**src/rtl/adc_frame_aligner.sv**
```systemverilog
// Frame-word aligner for an LTC 2-lane DDR ADC: bitslips the ISERDES until the frame lane reads
// FRAME_PATTERN, then re-interleaves lanes A/B. Define ADC_FRAME_ALIGNER_PATTERN_CHECK_EN for the test-pattern error counter.
module adc_frame_aligner #(
    parameter logic [7:0]  FRAME_PATTERN = 8'hF0,
    parameter int unsigned SETTLE_CYCLES = 16,
    parameter int unsigned LOCK_COUNT    = 64,
    parameter int unsigned UNLOCK_COUNT  = 4,
    parameter int unsigned MAX_SLIPS     = 8
) (
    input  logic        sample_clk,
    input  logic        reset_n,
    input  logic [23:0] data_in,
    output logic        bitslip,
    output logic [15:0] sample,
    output logic        sample_valid,
    output logic        aligned,
    output logic [3:0]  slip_count,
    output logic        align_err,
    output logic [15:0] pattern_err_cnt,
    input  logic [15:0] test_pattern
);

    localparam logic [7:0] SETTLE_INIT = 8'(SETTLE_CYCLES);
    localparam logic [9:0] LOCK_TGT    = 10'(LOCK_COUNT);
    localparam logic [3:0] UNLOCK_TGT  = 4'(UNLOCK_COUNT);
    localparam logic [3:0] SLIP_TGT    = 4'(MAX_SLIPS);

    typedef enum logic [1:0] {
        ST_SETTLE,
        ST_CHECK,
        ST_SLIP,
        ST_LOCKED
    } state_t;

    state_t      state_q;
    logic [7:0]  settle_q;
    logic [9:0]  match_q;
    logic [9:0]  match_d;
    logic [3:0]  unlock_q;
    logic [3:0]  unlock_d;
    logic [3:0]  slip_q;
    logic [3:0]  slip_d;
    logic        bitslip_q;
    logic        aligned_q;
    logic        align_err_q;
    logic        sample_valid_q;
    logic [15:0] sample_q;
    logic [15:0] sample_d;
    logic        frame_ok;
    logic        unlock_evt;

    assign frame_ok   = (data_in[23:16] == FRAME_PATTERN);
    assign match_d    = match_q + 10'd1;
    assign unlock_d   = unlock_q + 4'd1;
    assign slip_d     = slip_q + 4'd1;
    assign unlock_evt = (state_q == ST_LOCKED) && !frame_ok && (unlock_d == UNLOCK_TGT);

    // Bit 7 of each lane arrives first, so A/B pairs interleave MSB-first with A leading.
    assign sample_d = {data_in[7],  data_in[15], data_in[6],  data_in[14],
                       data_in[5],  data_in[13], data_in[4],  data_in[12],
                       data_in[3],  data_in[11], data_in[2],  data_in[10],
                       data_in[1],  data_in[9],  data_in[0],  data_in[8]};

    always_ff @(posedge sample_clk) begin
        if (!reset_n) begin
            state_q        <= ST_SETTLE;
            settle_q       <= SETTLE_INIT;
            match_q        <= '0;
            unlock_q       <= '0;
            slip_q         <= '0;
            bitslip_q      <= 1'b0;
            aligned_q      <= 1'b0;
            align_err_q    <= 1'b0;
            sample_valid_q <= 1'b0;
            sample_q       <= '0;
        end else begin
            bitslip_q      <= 1'b0;
            sample_q       <= sample_d;
            sample_valid_q <= aligned_q && frame_ok;
            case (state_q)
                ST_SETTLE: begin
                    if (settle_q == 8'd0) begin
                        state_q <= ST_CHECK;
                    end else begin
                        settle_q <= settle_q - 8'd1;
                    end
                end
                ST_CHECK: begin
                    if (frame_ok) begin
                        match_q <= match_d;
                        if (match_d == LOCK_TGT) begin
                            state_q   <= ST_LOCKED;
                            aligned_q <= 1'b1;
                            unlock_q  <= '0;
                        end
                    end else begin
                        match_q <= '0;
                        state_q <= ST_SLIP;
                    end
                end
                ST_SLIP: begin
                    // Slip counter wraps so the search keeps cycling; align_err stays sticky.
                    bitslip_q <= 1'b1;
                    settle_q  <= SETTLE_INIT;
                    state_q   <= ST_SETTLE;
                    if (slip_d == SLIP_TGT) begin
                        align_err_q <= 1'b1;
                        slip_q      <= '0;
                    end else begin
                        slip_q <= slip_d;
                    end
                end
                ST_LOCKED: begin
                    if (frame_ok) begin
                        unlock_q <= '0;
                    end else if (unlock_evt) begin
                        aligned_q <= 1'b0;
                        match_q   <= '0;
                        unlock_q  <= '0;
                        state_q   <= ST_SLIP;
                    end else begin
                        unlock_q <= unlock_d;
                    end
                end
                default: begin
                    state_q <= ST_SETTLE;
                end
            endcase
        end
    end

    assign bitslip      = bitslip_q;
    assign sample       = sample_q;
    assign sample_valid = sample_valid_q;
    assign aligned      = aligned_q;
    assign slip_count   = slip_q;
    assign align_err    = align_err_q;

`ifdef ADC_FRAME_ALIGNER_PATTERN_CHECK_EN
    logic [15:0] perr_q;

    // Counts valid samples that differ from the ADC test pattern; restarts on every loss of lock.
    always_ff @(posedge sample_clk) begin
        if (!reset_n) begin
            perr_q <= '0;
        end else if (unlock_evt) begin
            perr_q <= '0;
        end else if (sample_valid_q && (sample_q != test_pattern) && (perr_q != 16'hFFFF)) begin
            perr_q <= perr_q + 16'd1;
        end
    end

    assign pattern_err_cnt = perr_q;
`else
    logic unused_test_pattern;
    assign unused_test_pattern = ^test_pattern;
    assign pattern_err_cnt     = 16'h0000;
`endif

endmodule

```
**config.mk**
```make
export PLATFORM = sky130hd
export DESIGN_NAME = adc_frame_aligner
export DESIGN_NICKNAME = d
export VERILOG_FILES = /design/src/rtl/adc_frame_aligner.sv
export SDC_FILE = /design/constraint.sdc
export NUM_CORES = 1
export LEC_CHECK = 0
export BUFFER_PORTS_ARGS = -buffer_cell sky130_fd_sc_hd__buf_2
export CAP_MARGIN = 20
export CELL_PAD_IN_SITES_DETAIL_PLACEMENT = 0
export CELL_PAD_IN_SITES_GLOBAL_PLACEMENT = 1
export CORE_ASPECT_RATIO = 2
export CORE_MARGIN = 1.5
export CORE_UTILIZATION = 33
export DETAILED_ROUTE_END_ITERATION = 10
export PLACE_DENSITY_LB_ADDON = 0.1
export SLEW_MARGIN = 30
export SYNTH_ARGS = -nofsm -noshare
export SYNTH_HDL_FRONTEND = slang
export SYNTH_SLANG_ARGS = --single-unit
```
**constraint.sdc**
```tcl
create_clock -name sample_clk -period 1.51 [get_ports sample_clk]
set_input_delay 0.0755 -clock sample_clk [delete_from_list [all_inputs] [get_ports sample_clk]]
set_output_delay 0.0755 -clock sample_clk [all_outputs]
set_load 0.02 [all_outputs]
```
# After elaboration in Yosys (flattened, before gate mapping)
# Cells that the tools add are included.
[op_classes]
mux = 24
n_eq_ne = 14
addsub = 4
reduce_logical = 14
[ops]
columns = ["operator", "n"]
rows = [
  ["two-way mux 10 bit", 3],
  ["two-way mux 4 bit", 5],
  ["case mux 10 bit (2 select lines)", 1],
  ["case mux 8 bit (2 select lines)", 1],
  ["inequality test 2 bit, second input constant", 6],
  ["adder 10 x 1 -> 10 bit, second input constant", 1],
  ["equality test 10 x 7 -> 1 bit, second input constant", 1],
  ["two-way mux 2 bit", 5],
  ["adder 4 x 1 -> 4 bit, second input constant", 2],
  ["equality test 8 bit, second input constant", 1],
  ["zero test 8 bit", 1],
  ["two-way mux 8 bit", 1],
  ["case mux 2 bit (4 select lines)", 1],
  ["case mux 4 bit (2 select lines)", 1],
  ["subtractor 8 x 1 -> 8 bit, second input constant", 1],
  ["AND reduction 3 bit", 2],
  ["two-way mux 1 bit", 5],
  ["AND reduction 5 bit", 1],
  ["equality test 2 bit, second input constant", 2],
  ["equality test 4 x 3 -> 1 bit, second input constant", 1],
  ["equality test 4 bit, second input constant", 1],
  ["AND reduction 2 bit", 2],
  ["AND reduction 4 bit", 1],
  ["nonzero test 2 bit", 2],
  ["other kinds (6)", 8],
]
[totals]
in_bits = 42
register_bits = 48
elab_cells = 66
out_inout_bits = 40

# Longest topological paths before layout
# Gate-level depths: netlist of run 1.
[depth]
ltp_word = 7
depth_mapped = 7
mapped_depth_nobuf = 6

# Worst setup path before layout of run 1
# No wires, ideal clock.
[synth_timing]
path_kind = "flip-flop to flip-flop"
startpoint = "reg unlock_q[0]"
endpoint = "reg match_q[3]"
setup_ns = 0.146
path_buffers = 0
t_arrival_ns = 1.427
path_stages_with_launch = 7
slack_ns = -0.062
cell_sequence = "dfxtp_1 > ha_1 > nand2b_1 > o21ai_1 > a31oi_2 > o21ai_2 > a41oi_1"
[synth_between]
elab_chain_len = 5
[synth_rtl]
columns = ["item", "line", "rtl"]
rows = [
  ["from (decl)", "39", "logic [3:0] unlock_q;"],
  ["from (signal assigned)", "122", "unlock_q <= unlock_d;"],
  ["adder 4 x 1 -> 4 bit", "54", "assign unlock_d = unlock_q + 4'd1;"],
  ["equality test 4 x 3 -> 1 bit", "56", "assign unlock_evt = (state_q == ST_LOCKED) && !frame_ok && (unlock_d == UNLOCK_TGT);"],
  ["logical AND 1 bit", "56", ""],
  ["inequality test 2 bit (no line)", "--", ""],
  ["AND reduction 3 bit (no line)", "--", ""],
  ["to (signal assigned)", "90", "match_q <= match_d;"],
  ["to (decl)", "37", "logic [9:0] match_q;"],
]
# Every way passes these cells.
# A chain may end at the register's enable or synchronous reset.

# Final worst setup path of run 1
[layout_timing]
startpoint = "reg unlock_q[1]"
endpoint = "reg unlock_q[0]"
[layout_between]
elab_chain_len = 6
[layout_rtl]
columns = ["item", "line", "rtl"]
rows = [
  ["adder 4 x 1 -> 4 bit", "54", ""],
  ["equality test 4 x 3 -> 1 bit", "56", ""],
  ["logical AND 1 bit", "56", ""],
  ["two-way mux 4 bit", "116", "end else if (unlock_evt) begin"],
  ["two-way mux 4 bit", "114", "if (frame_ok) begin"],
  ["case mux 4 bit (2 select lines)", "80", "case (state_q)"],
]
# Every way passes these cells.

==> reports/summary.json, run 1 <==
{
  "syn_avg_cell_area": {"value": 8.89, "unit": "um^2"},
  "cell_area_after_technology_mapping": {"value": 2370, "unit": "um^2"},
  "synth-seq-area-share": {"value": 0.406},
  "startpoint_type": {"value": "flop"},
  "clock.fmax": {"value": 646, "unit": "MHz"},
  "start_util": {"value": 0.341},
  "crit-reg2reg-launch": {"value": "unlock_q[1]"},
  "final-max-slew-violation-count": {"value": 0},
  "tritoncts_num_sinks": {"value": 48},
  "grt_first_pass_wirelength": {"value": 10500, "unit": "um"},
  "antenna_violations_before_repair": {"value": 0},
  "endpoint_worst_hold": {"value": "settle_q[4]"},
  "holdCritPathClass": {"value": "input pin to flop"},
  "drt_drc_violations_left": {"value": 0},
  "area_of_the_multi_input_gates": {"value": 1510, "unit": "um^2"},
  "netlist_instances": {"value": 266},
  "timing.rr.end": {"value": "unlock_q[0]"},
  "finalWeightedCongestion": {"value": 0.777},
  "fillers": {"value": 685},
  "chipHeight": {"value": 123, "unit": "um"},
  "reg2regPathDepth": {"value": 7},
  "synthesis.yosys.warnings": {"value": 0},
  "clockRootBuffer": {"value": "sky130_fd_sc_hd__clkbuf_16"},
  "worst_ep_required_time": {"value": 1.69, "unit": "ns"},
  "std_cell_rows": {"value": 43},
  "synth-edff-count": {"value": 0},
  "dpl_cell_area": {"value": 2910, "unit": "um^2"},
  "clk_transition_reported_paths": {"value": 0.06, "unit": "ns"},
  "synthDistinctLibCells": {"value": 57},
  "wl_per_cell": {"value": 14.0, "unit": "um"},
  "ir_worst_vdd": {"value": 0.000584, "unit": "V"},
  "worstSetupPathType": {"value": "flop to flop"},
  "async_reset_ff_frac": {"value": 0},
  "worst_setup_path_end_kind": {"value": "flop"},
  "postLayoutSetupSlackWorst": {"value": -0.0380, "unit": "ns"},
  "post-route-period-util": {"value": 1.03},
  "h-tree-depth": {"value": 2},
  "cts_inserted_buffers": {"value": 5},
  "maximum_buffer_depth_of_the_clock_tree": {"value": 2},
  "insertion_delay": {"value": 0.29, "unit": "ns"},
  "final_hold_slack": {"value": 0.106, "unit": "ns"},
  "outcome": {"value": "finished with violations"},
  "max-cap-violations": {"value": 0},
  "grt_pass1_vias": {"value": 2263},
  "placement.io_buffers": {"value": 49},
  "areaGrowthSynthToFinish": {"value": 48.9, "unit": "%"},
  "synth_largest_type_area_fraction": {"value": 0.406},
  "hpwlAfterDp": {"value": 4540, "unit": "um"},
  "worst-r2r-setup-slack": {"value": -0.04, "unit": "ns"},
  "antennaDiodeCount": {"value": 0},
  "rsz0062_at_grt": {"value": "true"},
  "yosys.area.top_type": {"value": "sky130_fd_sc_hd__dfxtp_1"},
  "data_arrival_time_at_the_worst_slack_endpoint": {"value": 1.73, "unit": "ns"},
  "post_synth_main_area_contributors": {"value": "sky130_fd_sc_hd__dfxtp_1, sky130_fd_sc_hd__and2_1, sky130_fd_sc_hd__buf_4"},
  "drt_pre_antenna_iters": {"value": 4},
  "p_leak": {"value": 1.42, "unit": "nW"},
  "core-area": {"value": 6940, "unit": "um^2"},
  "report.final.hold_viol_count": {"value": 0},
  "wl_final": {"value": 6390, "unit": "um"},
  "ys_dominant_reg_cell": {"value": "sky130_fd_sc_hd__dfxtp_1"},
  "drtIter0Drc": {"value": 79},
  "setup_violations": {"value": 8},
  "synth-seq-cells": {"value": 48},
  "power.density": {"value": 1010, "unit": "nW/um^2"},
  "worst_hold_path.num_cells": {"value": 2},
  "grt.overflow.total": {"value": 0},
  "violations": {"value": "setup timing"},
  "num_vias": {"value": 2183},
  "sequential_cell_area": {"value": 985, "unit": "um^2"},
  "grt.total_usage": {"value": 0.174},
  "layout.core_utilization": {"value": 0.508},
  "top_level_ports": {"value": 82},
  "fraction_of_final_layout_cells_with_drive_strength_greater_than_1": {"value": 0.410},
  "timing.critical_path.fanout_max": {"value": 4},
  "worst_clock_skew": {"value": 0.00499, "unit": "ns"},
  "routed_via_density": {"value": 4.77},
  "period_needed": {"value": 1.55, "unit": "ns"},
  "hold_start": {"value": "reset_n"},
  "die_x": {"value": 62.9, "unit": "um"},
  "ant_nets": {"value": 0},
  "design_area": {"value": 3520, "unit": "um^2"},
  "cts_tree": {"value": "built"},
  "die_area": {"value": 7720, "unit": "um^2"},
  "design.final.nets": {"value": 416},
  "grt_start_max_net_pins": {"value": 23}
}
## synthesized netlist by cell type (2+ instances only)
master / count
sky130_fd_sc_hd__o21ai_1: 4
sky130_fd_sc_hd__nor2_1: 20
sky130_fd_sc_hd__and2_1: 21
sky130_fd_sc_hd__a31oi_1: 2
sky130_fd_sc_hd__nand4b_1: 2
sky130_fd_sc_hd__nand3_1: 8
sky130_fd_sc_hd__xnor2_1: 4
sky130_fd_sc_hd__o21ai_0: 14
sky130_fd_sc_hd__a21oi_1: 4
sky130_fd_sc_hd__buf_4: 17
sky130_fd_sc_hd__dfxtp_1: 48
sky130_fd_sc_hd__nor2b_1: 3
sky130_fd_sc_hd__nand4_1: 2
sky130_fd_sc_hd__ha_1: 6
sky130_fd_sc_hd__inv_1: 8
sky130_fd_sc_hd__nor3_1: 5
sky130_fd_sc_hd__xor2_1: 6
sky130_fd_sc_hd__o21a_1: 3
sky130_fd_sc_hd__clkbuf_1: 5
sky130_fd_sc_hd__and3_1: 4
sky130_fd_sc_hd__nand2b_1: 3
sky130_fd_sc_hd__o22ai_1: 2
sky130_fd_sc_hd__a41oi_1: 9
sky130_fd_sc_hd__nand2_1: 27
sky130_fd_sc_hd__a311oi_1: 4
sky130_fd_sc_hd__buf_2: 3
sky130_fd_sc_hd__nand3_2: 2
## state kept, by name, indices dropped and copies added, names as in the netlist
signal and cells:
align_err 1, aligned 1, bitslip 1, match_q 10, sample 16, sample_valid 1, settle_q 8, slip_count 4
state_q 2, unlock_q 4
## timing repair
action,4_1_cts,5_1_grt
gates cloned,0,0
resized for setup,33,29
setup buffers,3,3
hold buffers,16,0
pin swaps,7,31
hold endpoints to repair,16,0
setup endpoints to repair,15,23
## layout make-up
class / instances / share of cell area
multi-input cells: 199 / 0.427
flip-flops and latches: 48 / 0.279
repair buffers: 105 / 0.213
clock buffers: 5 / 0.0355
well taps: 90 / 0.0320
inverters: 9 / 0.00959
clock inverters: 2 / 0.00355
## cell usage in the layout (no fill, tap or decap), types with 3 or more instances in the layout
cell type,Yosys,final
sky130_fd_sc_hd__inv_1,8,8
sky130_fd_sc_hd__o21ai_0,14,11
sky130_fd_sc_hd__a41oi_2,0,7
sky130_fd_sc_hd__dlygate4sd3_1,0,16
sky130_fd_sc_hd__buf_6,0,5
sky130_fd_sc_hd__and3_1,4,4
sky130_fd_sc_hd__nand3_2,2,4
sky130_fd_sc_hd__nor2_1,20,19
sky130_fd_sc_hd__dfxtp_1,48,37
sky130_fd_sc_hd__conb_1,1,16
sky130_fd_sc_hd__nor3_1,5,3
sky130_fd_sc_hd__clkbuf_16,0,5
sky130_fd_sc_hd__buf_2,3,49
sky130_fd_sc_hd__dfxtp_4,0,4
sky130_fd_sc_hd__o21a_1,3,3
sky130_fd_sc_hd__buf_4,17,33
sky130_fd_sc_hd__a21oi_1,4,3
sky130_fd_sc_hd__a311oi_1,4,3
sky130_fd_sc_hd__nand2_1,27,26
sky130_fd_sc_hd__and2_1,21,20
sky130_fd_sc_hd__dfxtp_2,0,7
sky130_fd_sc_hd__o21ai_1,4,6
sky130_fd_sc_hd__xnor2_1,4,4
sky130_fd_sc_hd__xor2_1,6,6
sky130_fd_sc_hd__nand3_1,8,5
## cell families after synthesis
| family | count (synthesis) | share of synthesized area |
|---|---|---|
| other | 1 | 0.00158 |
| and+or+nand+nor | 109 | 0.256 |
| muxes | 1 | 0.00423 |
| DFF | 48 | 0.406 |
| AOI/OAI and AO/OA | 57 | 0.181 |
| xor gates and xnor gates | 10 | 0.0370 |
| adders and majority gates | 6 | 0.0317 |
| buffers and inverters | 34 | 0.0825 |
## worst max-delay path by stage
stage | from | end
after global placement | unlock_q[1] | aligned
final | unlock_q[1] | unlock_q[0]
after detailed placement | unlock_q[1] | aligned
after floorplan | unlock_q[0] | match_q[3]
after CTS | unlock_q[1] | unlock_q[0]
after global routing | unlock_q[1] | unlock_q[0]
## routing by layer
metal  part of all wire  up-vias  track usage
met4              0.021        0       0.0750
li1                   -     1108            -
met1               0.35     1049        0.160
met3              0.017        8       0.0284
met2               0.61       18        0.359
met5                  0        -            0
## worst max-delay path, stage by stage, from the launching register on
cell	delay, ns
sky130_fd_sc_hd__dfxtp_4	0.36
sky130_fd_sc_hd__ha_4	0.16
sky130_fd_sc_hd__nand2b_4	0.16
sky130_fd_sc_hd__o21ai_4	0.15
sky130_fd_sc_hd__a31oi_4	0.14
sky130_fd_sc_hd__buf_6	0.14
sky130_fd_sc_hd__a22o_1	0.17
sky130_fd_sc_hd__o21a_1	0.16
## report_power, final
group	total [mW]	switching, mW	internal (mW)
clock	1.07	0.464	0.601
sequential	1.50	0.104	1.39
combinational	0.984	0.509	0.475
## stage by stage
stage	std cells	setup TNS [ns]	power, mW	worst slack [ns]
global route	458	-0.949	3.77	-0.0807
finish	458	-0.169	3.55	-0.0380
floorplan	281	0	2.09	0.00487
detailed placement	431	-0.842	2.34	-0.154
global placement	431	-0.627	2.34	-0.135
CTS	456	-0.0466	3.53	-0.0407
(Power assumes the default switching activity.)
==> run 2: changes to the inputs <==
CELL_PAD_IN_SITES_DETAIL_PLACEMENT = 1   (was 0)
==> run 2 against run 1 <==
Net effect: the run still ends with setup timing left; wire length increased by 8.7%; first-iteration DRC count decreased by 65%; via count increased by 3.3%; critical endpoint unchanged; total power increased by 2.8%; highest routed layer unchanged; clock-buffer cell count increased by 1; final area increased by 0.39%; largest power group unchanged; worst setup slack got worse by 0.015 ns; die area unchanged.
==> reports/summary.json, run 2 (synthesis gave the netlist of run 1 again) <==
{
  "outcome": {"value": "finished with violations"},
  "violations": {"value": "setup timing"},
  "period_needed": {"value": 1.56, "unit": "ns", "change": "+0.0154 ns"},
  "fraction_of_final_layout_cells_with_drive_strength_greater_than_1": {"value": 0.408, "change": "-0.00272"},
  "die_x": {"value": 62.9, "unit": "um", "change": "unchanged"},
  "max-cap-violations": {"value": 0, "change": "unchanged"},
  "num_vias": {"value": 2256, "change": "+3.3%"},
  "report.final.hold_viol_count": {"value": 0, "change": "unchanged"},
  "worst-path-buf-inv": {"value": 1, "change": "unchanged"},
  "worst-r2r-setup-slack": {"value": -0.05, "unit": "ns", "change": "-0.02 ns"},
  "std_cell_rows": {"value": 43, "change": "unchanged"},
  "h-tree-depth": {"value": 2, "change": "unchanged"},
  "met1_length": {"value": 2360, "unit": "um", "change": "+4.0%"},
  "placement.io_buffers": {"value": 49, "change": "unchanged"},
  "drt_drc_violations_left": {"value": 0, "change": "unchanged"},
  "grt.total_usage": {"value": 0.186, "change": "+0.0122"},
  "ir_worst_vdd": {"value": 0.000680, "unit": "V", "change": "+16%"},
  "critical_path.cell_chain": {"value": "ha_4, nand2b_4, o21ai_4, a31oi_4, buf_6, a22o_1, o21a_1"},
  "holdCritPathClass": {"value": "input pin to flop"},
  "top_layer": {"value": "met4"},
  "worst_setup_path_end_kind": {"value": "flop"},
  "design.final.nets": {"value": 416, "change": "unchanged"},
  "top_level_ports": {"value": 82, "change": "unchanged"},
  "postLayoutSetupSlackWorst": {"value": -0.0533, "unit": "ns", "change": "-0.0154 ns"},
  "cts_tree": {"value": "built"},
  "crit-reg2reg-launch": {"value": "unlock_q[1]"},
  "worstSetupPathType": {"value": "flop to flop"},
  "drtIter0Drc": {"value": 28, "change": "-65%"},
  "maximum_buffer_depth_of_the_clock_tree": {"value": 2, "change": "unchanged"},
  "power.density": {"value": 1030, "unit": "nW/um^2", "change": "+2.4%"},
  "die_area": {"value": 7720, "unit": "um^2", "change": "unchanged"},
  "layoutNonFillerInstCount": {"value": 458, "change": "unchanged"},
  "startpoint_type": {"value": "flop"},
  "antennaDiodeCount": {"value": 0, "change": "unchanged"},
  "critical-path-top-delay-family": {"value": "compound AO/OA/AOI/OAI gates"},
  "finalWeightedCongestion": {"value": 0.777, "change": "unchanged"},
  "placed_cells_incl_taps": {"value": 431, "change": "unchanged"},
  "timing.critical_path.slowest_stage_cell": {"value": "sky130_fd_sc_hd__dfxtp_4"},
  "grt_pass1_vias": {"value": 2405, "change": "+6.3%"},
  "timing.rr.end": {"value": "unlock_q[0]"},
  "wl_final": {"value": 6950, "unit": "um", "change": "+8.7%"},
  "chipHeight": {"value": 123, "unit": "um", "change": "unchanged"},
  "most_used_cells_in_the_layout_excluding_fill_and_tap_cells": {"value": "sky130_fd_sc_hd__buf_2, sky130_fd_sc_hd__dfxtp_1, sky130_fd_sc_hd__buf_4, sky130_fd_sc_hd__nand2_1, sky130_fd_sc_hd__and2_1"},
  "dr_wl_met2": {"value": 4330, "unit": "um", "change": "+12%"},
  "areaGrowthSynthToFinish": {"value": 49.5, "unit": "%"},
  "design_area": {"value": 3540, "unit": "um^2", "change": "+0.39%"},
  "wl_per_cell": {"value": 15.2, "unit": "um", "change": "+8.7%"},
  "post-route-period-util": {"value": 1.04, "change": "+0.0102"},
  "core-area": {"value": 6940, "unit": "um^2", "change": "unchanged"},
  "worst_hold_path.num_cells": {"value": 2, "change": "unchanged"},
  "setup_violations": {"value": 10, "change": "+2"},
  "crit_path_max_incr_delay": {"value": 0.37, "unit": "ns", "change": "about the same"},
  "reg2regPathDepth": {"value": 7, "change": "unchanged"},
  "start_util": {"value": 0.341, "change": "unchanged"},
  "grt_first_pass_wirelength": {"value": 11300, "unit": "um", "change": "+7.7%"},
  "tritoncts_num_sinks": {"value": 48, "change": "unchanged"},
  "most_common_cell_after_layout_fill_and_taps_aside": {"value": "sky130_fd_sc_hd__buf_2"},
  "final-max-slew-violation-count": {"value": 0, "change": "unchanged"},
  "worst_clock_skew": {"value": 0.00235, "unit": "ns", "change": "-0.00264 ns"},
  "hold_start": {"value": "reset_n"},
  "grt.overflow.total": {"value": 0, "change": "unchanged"},
  "ant_nets": {"value": 0, "change": "unchanged"},
  "hpwlAfterDp": {"value": 4930, "unit": "um", "change": "+8.5%"},
  "largest_register_ffs": {"value": 16, "change": "unchanged"},
  "drt_pre_antenna_iters": {"value": 4, "change": "unchanged"},
  "clk_transition_reported_paths": {"value": 0.06, "unit": "ns", "change": "about the same"},
  "worst_ep_required_time": {"value": 1.69, "unit": "ns", "change": "about the same"},
  "cts_inserted_buffers": {"value": 5, "change": "unchanged"},
  "insertion_delay": {"value": 0.29, "unit": "ns", "change": "about the same"},
  "final_hold_slack": {"value": 0.136, "unit": "ns", "change": "+0.0297 ns"},
  "endpoint_worst_hold": {"value": "settle_q[4]"},
  "clockRootBuffer": {"value": "sky130_fd_sc_hd__clkbuf_16"},
  "data_arrival_time_at_the_worst_slack_endpoint": {"value": 1.75, "unit": "ns", "change": "+0.02 ns"},
  "p_leak": {"value": 1.43, "unit": "nW", "change": "+0.66%"},
  "antenna_violations_before_repair": {"value": 0, "change": "unchanged"},
  "clock.fmax": {"value": 640, "unit": "MHz", "change": "-0.98%"},
  "grt_start_max_net_pins": {"value": 23, "change": "unchanged"},
  "rsz0062_at_grt": {"value": "true"},
  "dr_wl_met3": {"value": 124, "unit": "um", "change": "+17%"},
  "routed_via_density": {"value": 4.93, "change": "+3.3%"},
  "dpl_cell_area": {"value": 2910, "unit": "um^2", "change": "unchanged"},
  "timing.critical_path.fanout_max": {"value": 4, "change": "unchanged"}
}
[run 2: changes by cell type in the layout (fill, tap and decap cells not counted), sizes merged]
cell      change
clkbuf        +1
clkinvlp      -1
[run 2: what timing repair did]
action / 4_1_cts / 5_1_grt
endpoints found under the setup margin: 16 / 24
endpoints found under the hold margin: 16 / 0
hold buffers: 16 / 0
setup buffers: 2 / 5
gates cloned: 0 / 0
pin swaps: 11 / 24
resized for setup: 26 / 34
[run 2: per-layer routing]
| layer | global-route usage | vias to the layer above |
|---|---|---|
| met5 | 0 | - |
| met3 | 0.0312 | 8 |
| met2 | 0.386 | 20 |
| met4 | 0.0778 | 0 |
| met1 | 0.171 | 1119 |
| li1 | - | 1109 |
[run 2: how the worst max path moves through the flow]
stage,slack (ns),cells past startpoint,to,from
2_1_floorplan,0.005,6,match_q[3],unlock_q[0]
3_3_place_gp,-0.14,7,aligned,unlock_q[1]
3_5_place_dp,-0.14,7,aligned,unlock_q[1]
4_1_cts,-0.04,8,match_q[9],unlock_q[1]
5_1_grt,-0.09,7,unlock_q[0],unlock_q[1]
6_report,-0.05,7,unlock_q[0],unlock_q[1]
[run 2: layout make-up]
cell class | count | area [um^2]
clock inverters | 1 | 8.76
clock buffers | 6 | 139
flip-flops and latches | 48 | 982
well taps | 90 | 113
multi-input cells | 199 | 1520
repair buffers | 105 | 746
inverters | 9 | 33.8
fillers | 803 | 3400
[run 2: metrics by stage]
step	setup WS (ns)	utilization	total power, mW	TNS (ns)
floorplan	0.00487	-	2.09	0
global placement	-0.135	0.419	2.34	-0.627
detailed placement	-0.143	0.419	2.36	-0.996
CTS	-0.0426	0.485	3.59	-0.285
global route	-0.0888	0.510	3.85	-0.959
finish	-0.0533	0.510	3.64	-0.185
[run 2: worst register-to-register path, cell delays in order, from the launching register on]
cell	delay (ns)
sky130_fd_sc_hd__dfxtp_4	0.37
sky130_fd_sc_hd__ha_4	0.16
sky130_fd_sc_hd__nand2b_4	0.15
sky130_fd_sc_hd__o21ai_4	0.15
sky130_fd_sc_hd__a31oi_4	0.14
sky130_fd_sc_hd__buf_6	0.15
sky130_fd_sc_hd__a22o_1	0.17
sky130_fd_sc_hd__o21a_1	0.17
[run 2: where the power goes]
group	switching [mW]	internal, mW	leakage (nW)
Clock	0.473	0.653	0.0729
Sequential	0.108	1.39	0.399
Combinational	0.530	0.489	0.962
Total	1.11	2.53	1.43
==> run 3: changes to the inputs <==
ABC_AREA = 1   (was not set)
CORE_UTILIZATION = 31   (was 33)
PLACE_DENSITY = 0.81   (was not set)
PLACE_DENSITY_LB_ADDON = not set   (was 0.1)
==> run 3 against run 2 <==
Net effect: the flow still finishes with violations (setup timing); sequential cell count stayed put; final area grew 2.5%; clock-buffer cell count down 1; hold slack worse by 0.055 ns; non-clock buffer count rose by 12; area after synthesis grew 0.63%; total power is 40% higher; combinational power is 100% higher; worst setup slack lost 0.35 ns.
==> reports/summary.json, run 3 <==
{
  "worst_clock_skew": {"value": 0.00595, "unit": "ns", "change": "+0.00361 ns"},
  "most_used_cells_in_the_layout_excluding_fill_and_tap_cells": {"value": "sky130_fd_sc_hd__nand2_1, sky130_fd_sc_hd__buf_2, sky130_fd_sc_hd__buf_4, sky130_fd_sc_hd__inv_1, sky130_fd_sc_hd__dfxtp_1"},
  "worst_ep_required_time": {"value": 1.71, "unit": "ns", "change": "+0.02 ns"},
  "synthSimpleGateAreaFrac": {"value": 0.310, "change": "+0.0536"},
  "synth-edff-count": {"value": 0, "change": "unchanged"},
  "max-cap-violations": {"value": 0, "change": "unchanged"},
  "synth-seq-area-share": {"value": 0.404, "change": "-0.00256"},
  "holdCritPathClass": {"value": "input pin to flop"},
  "period_needed": {"value": 1.91, "unit": "ns", "change": "+0.350 ns"},
  "synthAdderAreaFrac": {"value": 0.0315, "change": "-0.000200"},
  "cts_tree": {"value": "built"},
  "worst_setup_path_end_kind": {"value": "flop"},
  "design.final.nets": {"value": 501, "change": "+20%"},
  "violations": {"value": "setup timing"},
  "die_area": {"value": 8250, "unit": "um^2", "change": "+6.9%"},
  "cts_inserted_buffers": {"value": 5, "change": "unchanged"},
  "grt_pass1_vias": {"value": 3024, "change": "+26%"},
  "async_reset_ff_frac": {"value": 0, "change": "unchanged"},
  "worstSetupPathType": {"value": "flop to flop"},
  "placement.io_buffers": {"value": 49, "change": "unchanged"},
  "reg2regPathDepth": {"value": 12, "change": "+5"},
  "final-max-slew-violation-count": {"value": 0, "change": "unchanged"},
  "sequential_cell_area": {"value": 985, "unit": "um^2", "change": "+0.25%"},
  "fraction_of_the_mapped_netlist_area_in_compound_gates": {"value": 0.0983, "change": "-0.0826"},
  "ant_nets": {"value": 0, "change": "unchanged"},
  "syn_avg_cell_area": {"value": 7.09, "unit": "um^2", "change": "-20%"},
  "insertion_delay": {"value": 0.30, "unit": "ns", "change": "about the same"},
  "ir_worst_vdd": {"value": 0.00105, "unit": "V", "change": "+54%"},
  "wl_per_cell": {"value": 18.9, "unit": "um", "change": "+25%"},
  "tritoncts_num_sinks": {"value": 48, "change": "unchanged"},
  "endpoint_worst_hold": {"value": "unlock_q[0]"},
  "grt_first_pass_wirelength": {"value": 15300, "unit": "um", "change": "+35%"},
  "chipHeight": {"value": 127, "unit": "um", "change": "+3.4%"},
  "grt.total_usage": {"value": 0.246, "change": "+0.0597"},
  "core-area": {"value": 7490, "unit": "um^2", "change": "+7.9%"},
  "synthesis.yosys.warnings": {"value": 0, "change": "unchanged"},
  "report.final.hold_viol_count": {"value": 0, "change": "unchanged"},
  "main_combinational_cell_family_by_area_after_synthesis": {"value": "simple AND/OR/NAND/NOR gates"},
  "wl_final": {"value": 10400, "unit": "um", "change": "+49%"},
  "drt_drc_violations_left": {"value": 0, "change": "unchanged"},
  "antenna_violations_before_repair": {"value": 0, "change": "unchanged"},
  "clock.fmax": {"value": 523, "unit": "MHz", "change": "-18%"},
  "h-tree-depth": {"value": 2, "change": "unchanged"},
  "total_power": {"value": 5.10, "unit": "mW", "change": "+40%"},
  "clockRootBuffer": {"value": "sky130_fd_sc_hd__clkbuf_16"},
  "crit-reg2reg-launch": {"value": "match_q[2]"},
  "pre_cts_slack": {"value": -0.182, "unit": "ns", "change": "-0.0390 ns"},
  "start_util": {"value": 0.318, "change": "-0.0229"},
  "rsz0062_at_grt": {"value": "true"},
  "yosysMostFrequentCell": {"value": "sky130_fd_sc_hd__nand2_1"},
  "finalWeightedCongestion": {"value": 0.827, "change": "+6.5%"},
  "std_cell_rows": {"value": 45, "change": "+4.7%"},
  "netlist_instances": {"value": 336, "change": "+26%"},
  "outcome": {"value": "finished with violations"},
  "synth_largest_type_area_fraction": {"value": 0.404, "change": "-0.00256"},
  "drtIter0Drc": {"value": 172, "change": "+510%"},
  "hold_start": {"value": "reset_n"},
  "routed_via_density": {"value": 5.03, "change": "+2.1%"},
  "timing.critical_path.fanout_max": {"value": 4, "change": "unchanged"},
  "drt_pre_antenna_iters": {"value": 4, "change": "unchanged"},
  "yosys.area.top_type": {"value": "sky130_fd_sc_hd__dfxtp_1"},
  "startpoint_type": {"value": "flop"},
  "most_common_cell_after_layout_fill_and_taps_aside": {"value": "sky130_fd_sc_hd__nand2_1"},
  "synth-seq-cells": {"value": 48, "change": "unchanged"},
  "post-route-period-util": {"value": 1.27, "change": "+0.232"},
  "top_level_ports": {"value": 82, "change": "unchanged"},
  "yosys-mux-area-fraction": {"value": 0, "change": "-0.00423"},
  "data_arrival_time_at_the_worst_slack_endpoint": {"value": 2.11, "unit": "ns", "change": "+0.36 ns"},
  "synth.top_cells.by_count": {"value": "sky130_fd_sc_hd__nand2_1, sky130_fd_sc_hd__dfxtp_1, sky130_fd_sc_hd__inv_1, sky130_fd_sc_hd__nor2_1, sky130_fd_sc_hd__a21oi_1"},
  "worst-r2r-setup-slack": {"value": -0.40, "unit": "ns", "change": "-0.35 ns"},
  "grt_start_max_net_pins": {"value": 23, "change": "unchanged"},
  "cell_area_after_technology_mapping": {"value": 2380, "unit": "um^2", "change": "+0.63%"},
  "setup_violations": {"value": 17, "change": "+7"},
  "grt.overflow.total": {"value": 0, "change": "unchanged"},
  "antennaDiodeCount": {"value": 0, "change": "unchanged"},
  "ys_dominant_reg_cell": {"value": "sky130_fd_sc_hd__dfxtp_1"},
  "fillers": {"value": 922, "change": "+15%"},
  "timing.rr.end": {"value": "unlock_q[3]"},
  "die_x": {"value": 65.0, "unit": "um", "change": "+3.3%"},
  "post_synth_main_area_contributors": {"value": "sky130_fd_sc_hd__dfxtp_1, sky130_fd_sc_hd__nand2_1, sky130_fd_sc_hd__inv_1"},
  "post_synth_xor_area_fraction": {"value": 0.0184, "change": "-0.0186"},
  "hpwlAfterDp": {"value": 4900, "unit": "um", "change": "-0.56%"},
  "power.density": {"value": 1410, "unit": "nW/um^2", "change": "+37%"},
  "area_of_the_multi_input_gates": {"value": 1350, "unit": "um^2", "change": "-11%"},
  "num_vias": {"value": 2756, "change": "+22%"},
  "clk_transition_reported_paths": {"value": 0.07, "unit": "ns", "change": "about the same"},
  "worst_hold_path.num_cells": {"value": 3, "change": "+1"},
  "p_leak": {"value": 1.79, "unit": "nW", "change": "+25%"},
  "fraction_of_final_layout_cells_with_drive_strength_greater_than_1": {"value": 0.407, "change": "about the same"},
  "maximum_buffer_depth_of_the_clock_tree": {"value": 2, "change": "unchanged"},
  "areaGrowthSynthToFinish": {"value": 52.3, "unit": "%"},
  "largest_register_ffs": {"value": 16, "change": "unchanged"},
  "synthDistinctLibCells": {"value": 30, "change": "-47%"},
  "postLayoutSetupSlackWorst": {"value": -0.403, "unit": "ns", "change": "-0.350 ns"}
}
==> run 3: area by class of cell <==
cell class / count / share of cell area
clock buffer: 5 / 0.0345
clock inverter: 3 / 0.0131
inverter: 46 / 0.0497
multi-input combinational: 235 / 0.373
sequential: 48 / 0.271
tap: 94 / 0.0324
timing repair buffer: 117 / 0.226
==> run 3: what timing repair did <==
action | CTS | global route
pin swaps | 7 | 13
resized for setup | 48 | 35
buffers inserted | 4 | 6
setup endpoints to repair | 18 | 26
endpoints found under the hold margin | 16 | 0
hold buffers | 16 | 0
==> run 3: how the worst max path moves through the flow <==
| stage | slack (ns) | depth (start not counted) | start | end |
|---|---|---|---|---|
| 3_5_place_dp | -0.18 | 12 | match_q[1] | unlock_q[0] |
| 2_1_floorplan | 0.007 | 12 | match_q[1] | unlock_q[0] |
| 5_1_grt | -0.46 | 12 | match_q[2] | unlock_q[3] |
| 3_3_place_gp | -0.1 | 12 | match_q[1] | unlock_q[1] |
| 4_1_cts | -0.08 | 12 | match_q[0] | unlock_q[0] |
| 6_report | -0.40 | 12 | match_q[2] | unlock_q[3] |
==> run 3: logic make-up (layout without fill, tap and decap cells) <==
kind of cell               Yosys count  after routing
DFF                                 48             48
and+or+nand+nor                    169            169
buffers and inverters               68            171
adders and majority gates            6              6
other                                1             16
AOI/OAI and AO/OA                   39             39
xor gates and xnor gates             5              5
==> run 3: power by group <==
group / switching (mW) / internal, mW / total (mW)
registers: 0.213 / 1.50 / 1.71
clock network: 0.552 / 0.789 / 1.34
logic: 1.16 / 0.892 / 2.05
==> run 3: metal layers <==
metal,global-route usage,wire [um]
met2,0.441,5820
met4,0.145,467
met1,0.257,3640
met3,0.0461,459
met5,0,0
==> run 3: critical path: stages, from the launching register on <==
cell	delay, ns
sky130_fd_sc_hd__dfxtp_2	0.38
sky130_fd_sc_hd__buf_6	0.15
sky130_fd_sc_hd__nand2_4	0.09
sky130_fd_sc_hd__nor2_4	0.15
sky130_fd_sc_hd__nand2_1	0.12
sky130_fd_sc_hd__nand2_1	0.13
sky130_fd_sc_hd__nand2_2	0.09
sky130_fd_sc_hd__nor2_4	0.09
sky130_fd_sc_hd__nand4_1	0.19
sky130_fd_sc_hd__nand2_2	0.17
sky130_fd_sc_hd__nand4_1	0.12
sky130_fd_sc_hd__nand2_1	0.08
sky130_fd_sc_hd__nor2_1	0.04
==> run 3: metrics by stage <==
step,instance area [um^2],std cells,hold slack (ns),util,setup TNS (ns)
after global routing,3630,548,0.101,0.484,-4.61
after global placement,2970,514,0.256,0.396,-1.02
after CTS,3490,542,0.0856,0.466,-0.444
after floorplan,2440,351,0.173,-,0
after detailed placement,2970,514,0.263,0.396,-1.99
final,3630,548,0.0807,0.484,-3.11
